`src/rtl/serdes_rx_aligner.sv`:
```
// Receive word aligner: bitslips the ISERDES until the training word repeats
// MATCH_COUNT times, then forwards masked data and counts training mismatches.
module serdes_rx_aligner #(
    parameter int unsigned DATA_WIDTH    = 8,
    parameter logic [7:0]  TRAIN_PATTERN = 8'h2C,
    parameter int unsigned MATCH_COUNT   = 16,
    parameter int unsigned BITSLIP_WAIT  = 4,
    parameter int unsigned MAX_SLIPS     = 16
) (
    input  logic        clk,
    input  logic        rst,
    input  logic [7:0]  din,
    input  logic        train,
    input  logic        restart,
    output logic        bitslip,
    output logic        locked,
    output logic        failed,
    output logic [7:0]  dout,
    output logic        dout_valid,
    output logic [15:0] err_cnt
);
    localparam logic [8:0] MASK_FULL  = (9'd1 << DATA_WIDTH) - 9'd1;
    localparam logic [7:0] MASK       = MASK_FULL[7:0];
    localparam logic [7:0] PATTERN    = TRAIN_PATTERN & MASK;
    localparam logic [7:0] MATCH_LAST = 8'(MATCH_COUNT - 1);
    localparam logic [7:0] SLIP_LIMIT = 8'(MAX_SLIPS);
    localparam logic [3:0] WAIT_LAST  = 4'(BITSLIP_WAIT - 1);

    typedef enum logic [2:0] {SEARCH, SLIP, WAIT, LOCKED, FAIL} state_t;

    state_t     state;
    logic [7:0] match_cnt;
    logic [7:0] slip_cnt;
    logic [3:0] wait_cnt;
    logic [7:0] word;
    logic       hit;

    assign word = din & MASK;
    assign hit  = (word == PATTERN);

    always_ff @(posedge clk) begin
        // restart clears exactly what reset clears, so both share one branch
        if (rst || restart) begin
            state      <= SEARCH;
            match_cnt  <= '0;
            slip_cnt   <= '0;
            wait_cnt   <= '0;
            bitslip    <= 1'b0;
            locked     <= 1'b0;
            failed     <= 1'b0;
            dout       <= '0;
            dout_valid <= 1'b0;
            err_cnt    <= '0;
        end else begin
            // NOTE: <= keeps every branch reading pre-edge state; blocking here would race.
            bitslip <= 1'b0;
            case (state)
                SEARCH: begin
                    if (hit) begin
                        match_cnt <= match_cnt + 8'd1;
                        if (match_cnt == MATCH_LAST) begin
                            state  <= LOCKED;
                            locked <= 1'b1;
                        end
                    end else begin
                        match_cnt <= '0;
                        if (slip_cnt == SLIP_LIMIT) begin
                            state  <= FAIL;
                            failed <= 1'b1;
                        end else begin
                            state   <= SLIP;
                            bitslip <= 1'b1;
                        end
                    end
                end
                SLIP: begin
                    slip_cnt <= slip_cnt + 8'd1;
                    wait_cnt <= '0;
                    state    <= WAIT;
                end
                WAIT: begin
                    // din is still settling after the slip, so it is not compared here
                    if (wait_cnt == WAIT_LAST) begin
                        state     <= SEARCH;
                        match_cnt <= '0;
                    end else begin
                        wait_cnt <= wait_cnt + 4'd1;
                    end
                end
                LOCKED: begin
                    dout       <= word;
                    dout_valid <= 1'b1;
                    if (train && !hit && (err_cnt != 16'hFFFF)) begin
                        err_cnt <= err_cnt + 16'd1;
                    end
                end
                FAIL: begin
                    state <= FAIL;
                end
                default: begin
                    state <= SEARCH;
                end
            endcase
        end
    end
endmodule
```
`config.mk`:
```
export PLATFORM = sky130hd
export DESIGN_NAME = serdes_rx_aligner
export DESIGN_NICKNAME = d
export VERILOG_FILES = /design/src/rtl/serdes_rx_aligner.sv
export SDC_FILE = /design/constraint.sdc
export NUM_CORES = 1
export LEC_CHECK = 0
export ABC_AREA = 1
export CORE_MARGIN = 2
export CORE_UTILIZATION = 30
export CTS_CLUSTER_DIAMETER = 30
export DETAILED_ROUTE_END_ITERATION = 6
export RECOVER_POWER = 100
export SLEW_MARGIN = 15
export SYNTH_ARGS = -nofsm -noshare
export SYNTH_HDL_FRONTEND = slang
export SYNTH_SLANG_ARGS = --single-unit
export TNS_END_PERCENT = 1
```
`constraint.sdc`:
```
create_clock -name clk -period 3.25 [get_ports clk]
set_input_delay 0.975 -clock clk [delete_from_list [all_inputs] [get_ports clk]]
set_output_delay 0.975 -clock clk [all_outputs]
set_load 0.005 [all_outputs]
```
== Word-level counts from Yosys, hierarchy flattened ==
Cells that the tools add are included.

* Add/sub/neg operators: 4
* Equal/unequal tests: 12
* Multiplexer cells: 11
* Bitwise gates (word level): 3
* Reduce and logical (&&, ||, !) cells: 14

{| class="wikitable"
|+ Operators by type and width
! operator !! count
|-
| adder 16 x 1 -> 16 bit (second input constant) || 1
|-
| adder 8 x 1 -> 8 bit (second input constant) || 2
|-
| two-way mux 8 bit || 2
|-
| inequality test 16 bit (second input constant) || 1
|-
| case mux 8 bit (2 select lines) || 1
|-
| case mux 3 bit (5 select lines) || 1
|-
| two-way mux 3 bit || 4
|-
| AND reduction 3 bit || 3
|-
| == test 8 x 4 -> 1 bit (second input constant) || 1
|-
| == test 8 x 5 -> 1 bit (second input constant) || 1
|-
| == test 8 x 6 -> 1 bit (second input constant) || 1
|-
| case mux 4 bit (2 select lines) || 1
|-
| == test 3 x 2 -> 1 bit (second input constant) || 2
|-
| AND reduction 2 bit || 3
|-
| adder 4 x 1 -> 4 bit (second input constant) || 1
|-
| == test 4 x 2 -> 1 bit (second input constant) || 1
|-
| two-way mux 4 bit || 1
|-
| inequality test 2 bit (second input constant) || 2
|-
| nonzero test 2 bit || 2
|-
| == test 3 x 1 -> 1 bit (second input constant) || 1
|-
| == test 3 bit (second input constant) || 1
|-
| logical NOT 3 bit || 1
|-
| inequality test 3 bit (second input constant) || 1
|-
| inverter 1 bit || 3
|-
| other kinds (5) || 6
|}

* Register bits after elaboration: 51
* Output and inout port bits: 28
* Word-level logic and storage cells: 54

== Logic depth before layout (Yosys ltp) ==
* Depth in word-level cells: 5
* Gate-level depth with buffers: 10

== Worst setup path before layout ==
No wires, ideal clock.

* Path kind: input -> register
* From: input port din[6]
* To: register err_cnt[13]
* Setup time: 0.115 ns
* Arrival: 1.726 ns
* Required time: 3.135 ns
* Setup slack: 1.409 ns
* Cell stages on the path: 9
* Path buffers: 1
* Cell sequence: nor2_1 > inv_1 > nor2_1 > nand2_1 > nand2_1 > nor2_2 > buf_6 > a21oi_1 > nor2_1

* Longest elaborated chain between the ends: 5

{| class="wikitable"
|+ RTL lines
! element !! line !! RTL
|-
| start, declared || 12 || <nowiki>input logic [7:0] din,</nowiki>
|-
| == test 8 x 6 -> 1 bit || 39 || <nowiki>assign hit = (word == PATTERN);</nowiki>
|-
| logical NOT 1 bit || 93 || <nowiki>if (train && !hit && (err_cnt != 16'hFFFF)) begin</nowiki>
|-
| logical AND 1 bit (2 in series) || 93 ||
|-
| AND reduction 2 bit (no line) || n/a ||
|-
| end signal, assigned || 94 || <nowiki>err_cnt <= err_cnt + 16'd1;</nowiki>
|-
| end, declared || 20 || <nowiki>output logic [15:0] err_cnt</nowiki>
|}

Every way passes these cells.
A chain may end at the register's enable or synchronous reset.

== Worst setup path after layout ==
* From: input port din[6]
* To: register err_cnt[7]

The elaborated chain is that of the path after synthesis.

==> summary.md <==
| Metric | Value |
|---|---|
| Outcome | `finished, final reports clean` |
| Post_cts resized | `0` |
| FF+latch count, synth | `51` |
| DR vias/cell | `4.61` |
| Worst IR Drop VDD | `0.174 mV` |
| Initial antenna violation count | `0` |
| Die extent in x | `96.6 um` |
| Final min period | `around 2.6 ns` |
| Worst Path Buf+Inv | `2` |
| Hold_buf cts | `0` |
| Worst slew pin tran | `0.765 ns` |
| Chip Height | `96.6 um` |
| CTS buffer count | `5` |
| Slowest stage delay, CP | `between 0.5 and 0.6 ns` |
| Worst min path class | `reg -> reg` |
| Pre-CTS WS | `0.590 ns` |
| Yosys warnings | `0` |
| # IOs | `40` |
| CTS clk-pin slew, worst paths | `0.10 ns` |
| Via count | `2443` |
| RSZ-0062 raised after global routing | `no` |
| CP dominant cell by count | `nand2_1` |
| CTS tree | `done` |
| Worst-skew pair later-pin latency | `0.30 ns` |
| Most common cell after layout, fill and taps aside | `nand2_1` |
| Cell Chain, Critical Path | `dlygate4sd3_1, nor2_1, inv_1, nor2_1, nand2_1, nand2_1, nor2_1, nand2_1, nand2_1, nand2_1, nor2_1` |
| Final WS setup | `approximately 0.66 ns` |
| CP Capture Type | `flop` |
| Post-CTS setup buffer count | `0` |
| Seq/Total Area, Yosys | `between 30% and 40%` |
| Arrival time at the worst endpoint | `2.83 ns` |
| Dpl hpwl | `4340 um` |
| Drt pass-1 iters | `4` |
| Max Fclk | `387 MHz` |
| Hold Fails Final Rpt | `0` |
| Most frequent cells in the layout | `96 x nand2_1, 66 x nor2_1, 51 x dfxtp_1` |
| Crit-path slowest cell | `nor2_1` |
| Initial cell density of the core | `31.1%` |
| R2R Path Start | `state[2]` |
| Number of port buffers | `39` |
| Crit share post-route | `79.6%` |
| Syn Std Cell Area | `0.00257 mm^2` |
| Ant diodes | `0` |
| Relative slew margins | `between 40% and 50%` |
| WL/cell | `10.9 um` |
| Full die area | `slightly above 0.009 mm^2` |
| Avg Cell Area, Syn | `6.68 um^2` |
| GRT Residual Overflow | `0` |
| CP required | `3.49 ns` |
| Cell area after layout | `0.00315 mm^2` |
| Final nets | `441` |
| Critical path launch point type | `input pin` |
| Min-delay src | `slip_cnt[7]` |
| First-pass GRT wire length | `9800 um` |
| Syn_nets | `402` |
| Placed Cells | `~520` |
| Leak | `1.29 nW` |
| Worst Path Max Fanout | `13` |
| Share of layout cells above drive strength 1 | `5.65%` |
| Fin cells | `530` |
| Final-report setup violation count | `0` |
| Max Buffers Root-to-Sink | `2` |
| CTS Root Cell | `clkbuf_8` |
| Layout area overhead | `22.7%` |
| CP top delay family | `simple AND/OR/NAND/NOR gates` |
| Setup TNS | `0 ns` |
| Largest net degree at the start of global routing | `31` |
| Cell Rows | `33` |
| Drt total wl | `~5800 um` |
| Cell variety after synth | `31` |
| Pins Over Slew Limit | `0` |
| Maxcap violations | `0` |
| Pwr dens | `roughly 360 mW/mm^2` |
| RePlAce Congestion | `approximately 0.79` |
| DR DRC count | `0` |
| H-tree Lvls | `2` |
| Final ANT Viol Nets | `0` |
| Placed cell areas | `0.00306 mm^2` |
| Core Area | `0.00826 mm^2` |
| Cells after Synth | `385` |
| Tot Pwr | `around 1.1 mW` |
| Total global-route track usage | `13.0%` |
| Final Skew | `0.00963 ns` |
| 1st-iter DRT viols | `63` |
| Critical path class | `in -> reg` |
| Vias in the first global route | `2184` |
| # clock sinks | `between 50 and 60` |
| Worst setup path startpoint | `din[6]` |
==> layout make-up <==
cell class,count,area [um^2]
Fill cell,875,5100
Clock inverter,3,43.8
Clock buffer,5,68.8
Tap cell,105,131
Sequential cell,51,1020
Timing Repair Buffer,40,398
Multi-Input combinational cell,278,1310
Inverter,48,180
==> final timing paths <==
| check | end | slack (ns) | depth (start not counted) |
|---|---|---|---|
| setup reg to reg | err_cnt[2] | 1.17 | 6 |
| setup / recovery | err_cnt[7] | 0.66 | 11 |
| hold / removal | slip_cnt[7] | 0.46 | 1 |
| hold reg to reg | slip_cnt[7] | 0.46 | 1 |
==> layer usage <==
| layer | vias up | GRT usage (%) | wire length [um] |
|---|---|---|---|
| met1 | 1105 | 16.6 | 2830 |
| met3 | 4 | 2.64 | 189 |
| met4 | 0 | 2.58 | 58 |
| li1 | 1299 | - | - |
| met5 | - | 0 | 0 |
| met2 | 35 | 22.7 | 2670 |
==> metrics by stage <==
stage,util [%],hold WS (ns)
finish,38.2,0.461
global route,38.2,0.498
CTS,38.4,0.465
detailed placement,37.0,0.450
global placement,37.0,0.435
floorplan,-,0.420
==> kinds of logic after synthesis <==
logic type                 share of synthesized area [%]
and+or+nand+nor                                     35.7
adders and majority gates                           2.43
DFF                                                 39.7
buffers and inverters                               8.76
AOI/OAI and AO/OA                                   12.4
xor gates and xnor gates                            1.02
==> Yosys cell counts <==
| library cell | instances | share of area (%) |
|---|---|---|
| a211oi_1 | 1 | 0.29 |
| a21oi_1 | 33 | 6.4 |
| a22oi_1 | 1 | 0.29 |
| a31oi_1 | 1 | 0.24 |
| and3_1 | 2 | 0.49 |
| buf_2 | 3 | 0.58 |
| buf_6 | 1 | 0.44 |
| clkbuf_1 | 3 | 0.44 |
| clkbuf_4 | 1 | 0.29 |
| clkinv_1 | 1 | 0.15 |
| dfxtp_1 | 51 | 40 |
| ha_1 | 5 | 2.4 |
| inv_1 | 44 | 6.4 |
| inv_2 | 3 | 0.44 |
| nand2_1 | 95 | 14 |
| nand2_2 | 2 | 0.49 |
| nand3_1 | 19 | 3.7 |
| nand3_2 | 4 | 1.6 |
| nand3b_1 | 1 | 0.29 |
| nand4_1 | 4 | 0.97 |
| nor2_1 | 64 | 9.3 |
| nor2_2 | 6 | 1.5 |
| nor2_4 | 2 | 0.88 |
| nor3_1 | 11 | 2.1 |
| nor4_1 | 1 | 0.24 |
| o21a_1 | 2 | 0.58 |
| o21ai_0 | 17 | 3.3 |
| o21ai_4 | 1 | 0.63 |
| o21bai_1 | 2 | 0.58 |
| or2_2 | 1 | 0.24 |
| xor2_1 | 3 | 1.0 |
==> worst register-to-register path: cells and delay by family (launching register included) <==
kind / cells / cell delay [ns]
compound gates: 1 / 0.22
buf+inv: 2 / 0.64
flops: 1 / 0.34
simple gates: 3 / 0.80
==> state kept, by name (all words and copies together), names as in the netlist <==
| register | flops |
|---|---|
| err_cnt | 16 |
| dout | 8 |
| match_cnt | 8 |
| slip_cnt | 8 |
| wait_cnt | 4 |
| state | 3 |
| bitslip | 1 |
| dout_valid | 1 |
| failed | 1 |
| locked | 1 |
==> power by group <==
part / internal [mW] / leakage (nW) / switching (mW) / total, mW
Clock: 0.230 / 0.0581 / 0.213 / 0.443
Combinational: 0.0265 / 0.817 / 0.0463 / 0.0727
Sequential: 0.628 / 0.411 / 0.00241 / 0.631
Power figures use the tool's default switching activity.
